[config.mk]
export PLATFORM = sky130hd
export DESIGN_NAME = quad_beat_gather
export DESIGN_NICKNAME = d
export VERILOG_FILES = /design/src/rtl/quad_beat_gather.sv
export SDC_FILE = /design/constraint.sdc
export NUM_CORES = 1
export LEC_CHECK = 0
export BUFFER_PORTS_ARGS = -buffer_cell sky130_fd_sc_hd__buf_2
export CAP_MARGIN = 15
export CORE_ASPECT_RATIO = 0.7
export CORE_MARGIN = 5
export CORE_UTILIZATION = 45
export DETAILED_ROUTE_END_ITERATION = 12
export PLACE_DENSITY = 0.67
export RECOVER_POWER = 100
export SYNTH_ARGS = -nofsm -noshare
export SYNTH_HDL_FRONTEND = slang
export SYNTH_SLANG_ARGS = --single-unit
[constraint.sdc]
create_clock -name clk -period 10.7 [get_ports clk]
set_clock_uncertainty 0.05 [all_clocks]
set_input_delay 2.14 -clock clk [delete_from_list [all_inputs] [get_ports clk]]
set_output_delay 2.14 -clock clk [all_outputs]
set_load 0.005 [all_outputs]
[src/rtl/quad_beat_gather.sv]
// Gathers four consecutive 16*WIDTH beats (low slice first) into one 64*WIDTH line.
// Short lines close early on in_last and are zero-filled above the last beat.
module quad_beat_gather #(
  parameter int unsigned WIDTH = 1
) (
  input  logic                  clk,
  input  logic                  rst,
  input  logic                  in_valid,
  input  logic [16*WIDTH-1:0]   in_data,
  input  logic                  in_last,
  output logic                  in_ready,
  input  logic                  flush,
  output logic                  out_valid,
  output logic [64*WIDTH-1:0]   out_data,
  output logic [2:0]            out_beats,
  input  logic                  out_ready
);

  localparam int unsigned BW = 16 * WIDTH;

  logic [1:0]      cnt_q, cnt_d;
  logic [3*BW-1:0] acc_q, acc_d;
  logic [4*BW-1:0] out_data_q, out_data_d;
  logic [2:0]      out_beats_q, out_beats_d;
  logic            out_valid_q, out_valid_d;

  logic            in_fire;
  logic            out_fire;
  logic            closing;
  logic [4*BW-1:0] line;

  always_comb begin
    in_ready = ~flush & ~(out_valid_q & ~out_ready);
    in_fire  = in_valid & in_ready;
    out_fire = out_valid_q & out_ready;
    closing  = in_fire & ((cnt_q == 2'd3) | in_last);

    // New beat lands at slice cnt; lower slices come from acc, upper stay zero.
    line = '0;
    for (int unsigned k = 0; k < 4; k++) begin
      if (k == 32'(cnt_q)) line[k*BW +: BW] = in_data;
    end
    for (int unsigned k = 0; k < 3; k++) begin
      if (k < 32'(cnt_q)) line[k*BW +: BW] = acc_q[k*BW +: BW];
    end

    cnt_d       = cnt_q;
    acc_d       = acc_q;
    out_data_d  = out_data_q;
    out_beats_d = out_beats_q;
    out_valid_d = out_valid_q;

    if (flush) begin
      cnt_d = '0;
      acc_d = '0;
    end else if (closing) begin
      cnt_d = '0;
      acc_d = '0;
    end else if (in_fire) begin
      cnt_d = cnt_q + 2'd1;
      for (int unsigned k = 0; k < 3; k++) begin
        if (k == 32'(cnt_q)) acc_d[k*BW +: BW] = in_data;
      end
    end

    if (closing) begin
      out_data_d  = line;
      out_beats_d = {1'b0, cnt_q} + 3'd1;
      out_valid_d = 1'b1;
    end else if (out_fire) begin
      out_valid_d = 1'b0;
    end
  end

  always_ff @(posedge clk or posedge rst) begin
    if (rst) begin
      cnt_q       <= '0;
      acc_q       <= '0;
      out_data_q  <= '0;
      out_beats_q <= '0;
      out_valid_q <= 1'b0;
    end else begin
      cnt_q       <= cnt_d;
      acc_q       <= acc_d;
      out_data_q  <= out_data_d;
      out_beats_q <= out_beats_d;
      out_valid_q <= out_valid_d;
    end
  end

  assign out_valid = out_valid_q;
  assign out_data  = out_data_q;
  assign out_beats = out_beats_q;

endmodule

## Word-level counts from Yosys, hierarchy flattened

Index checks and enable logic that the tools add are counted.

| word-level totals | value |
|---|---|
| flip-flop bits (word level) | 118 |
| bits of input ports | 22 |
| output and inout bits | 69 |
| word-level logic and storage cells | 52 |

| operators by class | value |
|---|---|
| $add $sub $neg | 2 |
| order comparisons | 3 |
| equality and inequality tests | 4 |
| mux-type cells | 18 |
| bitwise gates (word level) | 9 |
| reduce and logical (&&, ||, !) cells | 9 |

Operator list:

| cell | number |
|---|---|
| $mux 16 | 10 |
| $mux 48 | 3 |
| $reduce_bool 3->1 | 4 |
| $mux 2 | 3 |
| $reduce_and 2->1 | 3 |
| $and 1x1->1 | 5 |
| $eq 2x2->1 const A | 2 |
| $lt 1x2->1 const A | 2 |
| $add 2x1->3 const B | 1 |
| $not 1->1 | 3 |
| $add 2x1->2 const B | 1 |
| $eq 1x2->1 const A | 1 |
| $eq 2x2->1 const B | 1 |
| $logic_not 2->1 | 1 |
| $lt 2x2->1 const A | 1 |
| $mux 1 | 2 |
| $reduce_bool 2->1 | 1 |
| $or 1x1->1 | 1 |

## Depth between registers and ports, before layout

| depth | value |
|---|---|
| depth in word-level cells | 8 |
| depth in mapped cells | 9 |
| depth with buffers taken out | 5 |

## Worst setup path before layout

Ideal clock, no wire load.

| path | value |
|---|---|
| kind | in2out |
| start point | input out_ready |
| end point | output in_ready |
| arrival | 3.076 ns |
| data required time | 8.510 ns |
| setup slack | 5.434 ns |
| stages on the path | 5 |
| path buffers | 3 |
| path through | nor2b_1 > buf_4 > buf_1 > clkbuf_1 > nor2_1 |

| on the way | value |
|---|---|
| word-level cells in the longest chain between the ends | 4 |

Ends and longest elaborated chain:

| what | RTL line | RTL |
|---|---|---|
| start: declaration | 16 | `input logic out_ready` |
| $not 1->1 | 33 | `in_ready = ~flush & ~(out_valid_q & ~out_ready);` |
| $and 1x1->1 | 33 |  |
| $not 1->1 | 33 |  |
| $and 1x1->1 | 33 |  |
| end: declaration | 11 | `output logic in_ready,` |

Every way passes these cells.

## Final worst setup path

Ends and elaborated chain as after synthesis.

==> impl_metrics.yaml <==
yosys:
  yosysMostFrequentCell: "dfrtp_1"
  ys_ff_latch: 118
  yosysWarnings: 0
  syn-cell-area_um2: 5030
  async_reset_ff_share_pct: 100
  synth_edf_count: 0
  syn_avg_cell_area_um2: 12.7
  ys_top_cells_by_count: "dfrtp_1 (118), a22o_1 (64), mux2_2 (50)"
  synth_top_area_cell: "dfrtp_1"
  seq_area_frac_synth_pct: 58.7
  synth-main-ff-cell: "dfrtp_1"
  synth.distinct_cells: 29
  synth_top_area_share_pct: 58.7
  syn-num-nets: 421
  synthTopCellsByArea: "dfrtp_1 (59%), mux2_2 (11%), a22o_1 (11%), nand2_1 (3.7%), a221o_1 (3.2%)"
  syn_inst: 395
placement:
  dpl.hpwl_um: 7900
  io_buffer_count: 90
  post-place-ws_ps: 5640
  gp_congestion: 0.796
route:
  initialDrtViolationCount: 339
  routed_via_density: 5.67
  postRouteAntennaNets: 0
  drt-total-wl_um: 12700
  via_count: 3669
  drc_errors: 0
  drtPass1Iterations: 5
  wl_per_cell_um: 19.6
sta:
  worst_slack_ps: 5000
  relSlewSlack_pct: -89.8
  setup_viol_count_final: 0
  fmax_mhz: 175
  tns_ps: 0
  worst_pin_slew_ps: 2810
  fin_crit_sh_pct: 53.3
  hold_ws_ps: 426
  rsz0062_at_grt: "no"
  hold_viol: 0
  finalCriticalPeriod_ps: 5700
  finalMaxSlewViolations: 127
critical_path:
  r2r_slack_ps: 6210
  crit_cells: 5
  worstSetupPathType: "in2out"
  crit_start: "out_ready"
  worstPathCellList: "clkbuf_1 > nor2b_1 > clkbuf_1 > nor2_1 > clkbuf_2"
  crit_slowest_cell: "clkbuf_1"
  cp.arrival_ps: 3510
  slowest_delay_ps: 960
  r2r_end: "acc_q[11]$_DFFE_PP0P_"
  startpoint_type: "input port"
  path_buf_inv: 3
  cp.required_ps: 8510
  end_kind: "output pin"
  crit_path_frequent_cell: "clkbuf_1"
  worstPathMaxFanout: 26
  cp_top_family: "buffers and inverters"
  r2r_start: "cnt_q[1]$_DFFE_PP0P_"
  rr_worst_depth: 4
global_route:
  grt_use_met3_pct: 5.66
  grt_use_total_pct: 19.8
  grt_max_degree: 79
  antenna_found_initial: 0
  grt_pass1_vias: 3705
  grt-ovfl-total: 0
  met2_usage_pct: 28.1
  use_met1_pct: 29.5
  gr-max-usage-layer: "met1"
  grt_pass1_wl_um: 20500
clock_tree:
  cts_root_buffer: "clkbuf_16"
  clock-sinks: 118
  cts_max_path_buffers: 2
  clock_latency_ps: 410
  cts_setup_buffers: 0
  cts.clk_slew.worst_paths_ps: 50
  cts_tree: "built"
  cts-htree-levels: 4
  cts_resized: 0
  cts_made_buffers: 17
  holdBufCountCts: 0
power_and_ir_drop:
  power_w: 0.00119
  peakVddDrop_mv: 0.123
  cellPowerDensity_nw_per_um2: 195
  total_leakage_power_nw: 2.88
finish:
  n_antenna_cell: 0
  drive_above_1_share_pct: 29.1
  syn2layout_area_growth_pct: 21.5
  nets: 507
floorplan:
  die_h_um: 98.5
  die-area_um2: 13400
  core-area_um2: 11000
  die_w_um: 136
  start_util_pct: 45.9
  ios: 91
  rows: 32
worst_hold_path:
  hp-class: "reg2reg"
  min_to: "out_beats[2]$_DFFE_PP0P_"
  hold_depth: 1
  worstHoldStart: "out_beats[2]$_DFFE_PP0P_"
status:
  violations: "max-capacitance violations, max-slew violations"
  outcome: "finished with violations"
job:
  cap_violations: 5
[flip-flops by register name, summed over array words and instances, names as in the netlist]
signal     cells
acc_q         48
out_data      64
out_beats      3
cnt_q          2
out_valid      1
[kinds of logic (layout without fill, tap and decap cells)]
| kind of cell | count (synthesis) | in the layout | share of synthesized area [%] |
|---|---|---|---|
| AND/OR/NAND/NOR | 84 | 84 | 9.00 |
| flip-flops | 118 | 118 | 58.7 |
| adder cells (fa/ha/maj) | 4 | 4 | 0.995 |
| multiplexers | 50 | 50 | 11.2 |
| buffers and inverters | 35 | 134 | 3.18 |
| AO/OA/AOI/OAI | 104 | 104 | 17.0 |
[worst reg2reg max path, stage by stage (launching register included)]
cell	delay, ps
dfrtp_1	750
ha_1	660
or2_0	390
nor4b_1	2220
a22o_1	350
[final cells by class]
cell class,count,area [µm²]
Clock buffer,23,478
Clock inverter,9,148
Fill cell,941,4860
Inverter,4,16.3
Multi-Input combinational cell,242,1870
Sequential cell,118,2950
Tap cell,153,191
Timing Repair Buffer,98,453
[worst max-delay path by stage]
| stage | endpoint | slack (ps) |
|---|---|---|
| CTS | in_ready | 5630 |
| floorplan | acc_q[0]$_DFFE_PP0P_ | 5380 |
| finish | in_ready | 5000 |
| global placement | in_ready | 5640 |
| detailed placement | in_ready | 5640 |
| global route | in_ready | 4860 |
[power breakdown]
group          switching (W)  total, W  internal [W]  leakage, nW
registers          0.0000152  0.000488      0.000473         1.60
logic              0.0000579  0.000104     0.0000460        0.973
clock network       0.000191  0.000598      0.000406        0.307
[stage by stage]
step / instance area, µm² / utilization [%] / cells
after global placement: 5590 / 51.0 / 614
after CTS: 6220 / 56.7 / 646
final: 6110 / 55.7 / 647
after global routing: 6110 / 55.7 / 647
after floorplan: 5030 / - / 395
after detailed placement: 5590 / 51.0 / 614
[cells in the final DEF, fill, tap and decap left out, types with 2 or more instances in the layout]
master	instances
mux2_2	50
a221o_1	16
clkinv_2	4
nand2b_1	2
or3_1	4
a31oi_1	2
clkbuf_16	17
bufinv_16	4
dfrtp_1	118
ha_1	4
nor3_1	15
nand4_1	2
a21oi_1	2
a22o_1	64
o21ai_0	18
inv_1	3
nor4b_1	4
buf_4	4
clkbuf_8	3
nand2_1	49
clkbuf_1	40
buf_2	55
nor2_1	2
[per-layer routing]
metal / vias up / wire, µm
met5: - / 0
met4: 0 / 89
met3: 10 / 1060
met2: 138 / 5650
met1: 1871 / 5860
li1: 1650 / -
(Power assumes the default switching activity.)
